===== config.mk =====
export PLATFORM = sky130hd
export DESIGN_NAME = divu_hilo_ctrl
export DESIGN_NICKNAME = d
export VERILOG_FILES = /design/src/rtl/divu_hilo_ctrl.sv
export SDC_FILE = /design/constraint.sdc
export NUM_CORES = 1
export LEC_CHECK = 0
export ABC_AREA = 1
export BUFFER_PORTS_ARGS = -buffer_cell sky130_fd_sc_hd__buf_2
export CORE_MARGIN = 1
export CORE_UTILIZATION = 49
export CTS_CLUSTER_DIAMETER = 150
export DETAILED_ROUTE_END_ITERATION = 7
export GPL_ROUTABILITY_DRIVEN = 0
export PLACE_DENSITY = 0.71
export SLEW_MARGIN = 20
export SYNTH_ARGS = -nofsm -noshare
export SYNTH_HDL_FRONTEND = slang
export SYNTH_SLANG_ARGS = --single-unit
export TNS_END_PERCENT = 50

===== constraint.sdc =====
create_clock -name clk -period 6.7 [get_ports clk]
set_clock_uncertainty 0.1 [all_clocks]
set_input_delay 0.335 -clock clk [delete_from_list [all_inputs] [get_ports clk]]
set_output_delay 0.335 -clock clk [all_outputs]
set_load 0.1 [all_outputs]

===== src/rtl/divu_hilo_ctrl.sv =====
// Iterative restoring unsigned divider that owns the architectural HI/LO pair.
// It also stalls MFHI/MFLO in EX while a divide is in flight.
module divu_hilo_ctrl #(
  parameter int WIDTH      = 32,
  parameter int BITS_PER_C = 1
) (
  input  logic             clk,
  input  logic             rst,
  input  logic             start,
  input  logic [WIDTH-1:0] dividend,
  input  logic [WIDTH-1:0] divisor,
  input  logic             mf_req,
  input  logic             mf_sel,
  output logic [WIDTH-1:0] mf_data,
  output logic             stall,
  output logic             busy,
  output logic             done,
  output logic             dz,
  output logic [WIDTH-1:0] hi,
  output logic [WIDTH-1:0] lo
);

  localparam int N  = WIDTH / BITS_PER_C;
  localparam int CW = $clog2(N + 1);

  typedef enum logic [1:0] {
    IDLE = 2'd0,
    RUN  = 2'd1,
    DONE = 2'd2
  } state_t;

  state_t           state_q, state_d;
  logic [WIDTH-1:0] rem_q, rem_d;
  logic [WIDTH-1:0] quo_q, quo_d;
  logic [WIDTH-1:0] div_q, div_d;
  logic [CW-1:0]    cnt_q, cnt_d;
  logic [WIDTH-1:0] hi_q, hi_d;
  logic [WIDTH-1:0] lo_q, lo_d;
  logic             dz_q, dz_d;

  logic [WIDTH-1:0] rem_s [0:BITS_PER_C];
  logic [WIDTH-1:0] quo_s [0:BITS_PER_C];

  assign rem_s[0] = rem_q;
  assign quo_s[0] = quo_q;

  // The shifted partial remainder is WIDTH+1 bits; its top bit alone forces
  // rem >= div, and the true difference always fits back into WIDTH bits.
  generate
    for (genvar gi = 0; gi < BITS_PER_C; gi++) begin : g_step
      logic [WIDTH-1:0] shl;
      logic             ge;
      assign shl = {rem_s[gi][WIDTH-2:0], quo_s[gi][WIDTH-1]};
      assign ge  = rem_s[gi][WIDTH-1] | (shl >= div_q);
      assign rem_s[gi+1] = ge ? (shl - div_q) : shl;
      assign quo_s[gi+1] = {quo_s[gi][WIDTH-2:0], ge};
    end
  endgenerate

  always_comb begin
    state_d = state_q;
    rem_d   = rem_q;
    quo_d   = quo_q;
    div_d   = div_q;
    cnt_d   = cnt_q;
    hi_d    = hi_q;
    lo_d    = lo_q;
    dz_d    = dz_q;
    case (state_q)
      IDLE, DONE: begin
        if (start) begin
          if (divisor != '0) begin
            div_d   = divisor;
            rem_d   = '0;
            quo_d   = dividend;
            cnt_d   = CW'(N);
            dz_d    = 1'b0;
            state_d = RUN;
          end else begin
            lo_d    = '1;
            hi_d    = dividend;
            dz_d    = 1'b1;
            state_d = DONE;
          end
        end else begin
          state_d = IDLE;
        end
      end
      RUN: begin
        rem_d = rem_s[BITS_PER_C];
        quo_d = quo_s[BITS_PER_C];
        cnt_d = cnt_q - CW'(1);
        if (cnt_q == CW'(1)) begin
          hi_d    = rem_s[BITS_PER_C];
          lo_d    = quo_s[BITS_PER_C];
          state_d = DONE;
        end
      end
      default: state_d = IDLE;
    endcase
  end

  always_ff @(posedge clk) begin
    if (!rst) begin
      state_q <= IDLE;
      rem_q   <= '0;
      quo_q   <= '0;
      div_q   <= '0;
      cnt_q   <= '0;
      hi_q    <= '0;
      lo_q    <= '0;
      dz_q    <= 1'b0;
    end else begin
      state_q <= state_d;
      rem_q   <= rem_d;
      quo_q   <= quo_d;
      div_q   <= div_d;
      cnt_q   <= cnt_d;
      hi_q    <= hi_d;
      lo_q    <= lo_d;
      dz_q    <= dz_d;
    end
  end

  assign busy    = (state_q == RUN);
  assign done    = (state_q == DONE);
  assign dz      = dz_q;
  assign hi      = hi_q;
  assign lo      = lo_q;
  assign stall   = mf_req & (busy | start);
  assign mf_data = mf_sel ? hi_q : lo_q;

endmodule


==> results_dict.tcl <==
set metrics [dict create \
    cts-hold-fix-buffers 0 \
    firstDrtPassIters 5 \
    async_flop_share 0 \
    ff2ff_setup_slack_ns 3.08 \
    grt_max_degree 97 \
    ant_nets 0 \
    period_share 0.540 \
    dp_hpwl_mm 21.9 \
    totalWireLength_mm 29.5 \
    num_vias 10810 \
    clockBufferDepth 2 \
    vdd_ir_drop_max_mv 0.174 \
    antenna_cells 0 \
    crit_arrival_ns 3.90 \
    ctsResizeCount 0 \
    grt_pass1_wl_mm 47.9 \
    synth_area_sq_um 10400 \
    yosys.area.top_type_share 0.326 \
    routed-wl-met2_mm 14.0 \
    die-area_sq_um 21800 \
    cts_tree "built" \
    cp_max_fo 34 \
    max_cap_viol_count 0 \
    final_max_slew_viol_count 0 \
    fp.dieH_microns 148 \
    drt_iter0_markers 862 \
    core-area_sq_um 20500 \
    antenna_found_initial 0 \
    synthCells 1739 \
    start_util 0.507 \
    crit_type "reg -> reg" \
    synth_edf_count 0 \
    p_leak_nw 6.60 \
    dieWidth_microns 148 \
    remaining_drc_errors 0 \
    grt_usage 0.274 \
    tightest_slew_ns 1.02 \
    startpoint_type "register" \
    finalSetupTns_ns 0 \
    io_buffers 168 \
    synth_top_cell_by_area "dfxtp_1" \
    wl_met3_mm 1.49 \
    overflow 0 \
    post-synth-top-count-cell "nand2_1" \
    layout_min_cycle_time_ns 3.62 \
    yosys_most_used_dff "dfxtp_1" \
    drive_gt1_frac 0.119 \
    syn_avg_cell_area_sq_um 5.97 \
    dp_cells 2107 \
    root_buffer "clkbuf_16" \
    synth-seq-area-share 0.326 \
    clk_pin_slew_worst_paths_ns 0.07 \
    fin_cells 2139 \
    cts_num_sinks 169 \
    cts_inserted_buffers 17 \
    postCtsSetupBuffers 0 \
    hold_violations 0 \
    routedWlPerCell_microns 13.8 \
    grt_pass1_vias 9737 \
    avgViaCountPerCell 5.05 \
    synth_common_cells "nand2_1, inv_1, dfxtp_1, nor2_1, o21ai_0" \
    syn-num-nets 1843 \
    top_layer "met4" \
    min-delay-path-class "in -> reg" \
    status "finished, final reports clean" \
    cts_max_level 4 \
    netlist_top_cells_area "dfxtp_1, nand2_1, inv_1" \
    rows 52 \
    yosys_warnings 0 \
    setup_viol 0 \
    required_ns 6.98 \
    endpoint_kind "register" \
    clock_latency_ns 0.44 \
    met1Wirelength_mm 13.1 \
    syn_to_final_growth_pct 15.1 \
    fmax_mhz 276 \
    slew_headroom 0.317 \
    io_pins 169 \
    rsz0062_at_grt "false" \
    synth.distinct_cells 35 \
    power_density_nw_per_um2 270 \
    synth-seq-cells 169 \
    fin_nets 1960 \
]
## worst max-delay path, stage by stage (launching register included)
cell and delay, ns:
dfxtp_1 0.33, inv_1 0.06, ha_1 0.22, fa_1 0.41
inv_1 0.10, nand2_1 0.06, nand2_1 0.07, nand3_1 0.06
nand2_1 0.15, nand2_1 0.09, nand3_1 0.09, nand2_2 0.39
a21oi_4 0.91, nand2_1 0.22, nand3_1 0.14, nand2_1 0.07
inv_1 0.07
## state kept, by name, summed over array words and instances (netlist names)
name / cells
div_q: 32
hi: 32
lo: 32
quo_q: 32
rem_q: 32
cnt_q: 6
state_q: 2
dz: 1
## stage by stage
stage	hold slack, ns	power (mW)	util	cell area (sq um)	worst slack, ns
2_1_floorplan	0.333	1.96	-	10400	3.07
3_3_place_gp	0.348	2.16	0.552	11300	3.22
3_5_place_dp	0.354	2.17	0.552	11300	3.16
4_1_cts	0.0807	3.24	0.583	12000	3.13
5_1_grt	0.112	3.38	0.583	12000	2.85
6_report	0.0900	3.23	0.583	12000	3.08
## power by group
group | internal, mW | switching (mW)
combinational | 0.211 | 0.812
clock | 0.607 | 0.476
sequential | 1.09 | 0.0413
## path summary, 6_finish.rpt
path,from,cells after the start,end
worst max-delay path,quo_q[31],16,rem_q[6]
worst min-delay path,divisor[24],3,div_q[24]
worst min register to register,div_q[12],2,div_q[12]
worst max register to register,quo_q[31],16,rem_q[6]
## cells by family (layout without fill, tap and decap cells)
family | Yosys count | after routing | share of synthesized area
fa+ha+maj | 35 | 35 | 0.0429
buf+inv | 417 | 547 | 0.154
simple gates | 800 | 800 | 0.315
compound gates | 303 | 303 | 0.150
flops | 169 | 169 | 0.326
xor+xnor | 15 | 15 | 0.0126
## per-layer routing
layer / vias up / GRT usage
met3: 57 / 0.0404
met4: 0 / 0.111
met5: - / 0
met2: 328 / 0.473
li1: 5614 / -
met1: 4811 / 0.342
## cell type report
class / count / area [sq um]
clock inverter: 14 / 209
fill: 2118 / 8540
clock buffer: 18 / 429
inverter: 339 / 1270
sequential: 169 / 3380
tap: 270 / 338
timing repair buffer: 176 / 903
multi-input combinational: 1153 / 5420
## cells in the final DEF (no fill, tap or decap), drive strengths merged, types with 2 or more instances in the layout
| cell type | n |
|---|---|
| dfxtp | 169 |
| nand4 | 42 |
| xor2 | 14 |
| nor2 | 171 |
| o21ai | 166 |
| o21bai | 5 |
| nand2 | 478 |
| or2 | 2 |
| ha | 34 |
| clkinv | 5 |
| clkbuf | 18 |
| buf | 176 |
| inv | 343 |
| a21oi | 124 |
| nor3 | 11 |
| a211oi | 2 |
| and2 | 5 |
| clkinvlp | 2 |
| bufinv | 3 |
| nand3 | 90 |
(Power assumes the default switching activity.)
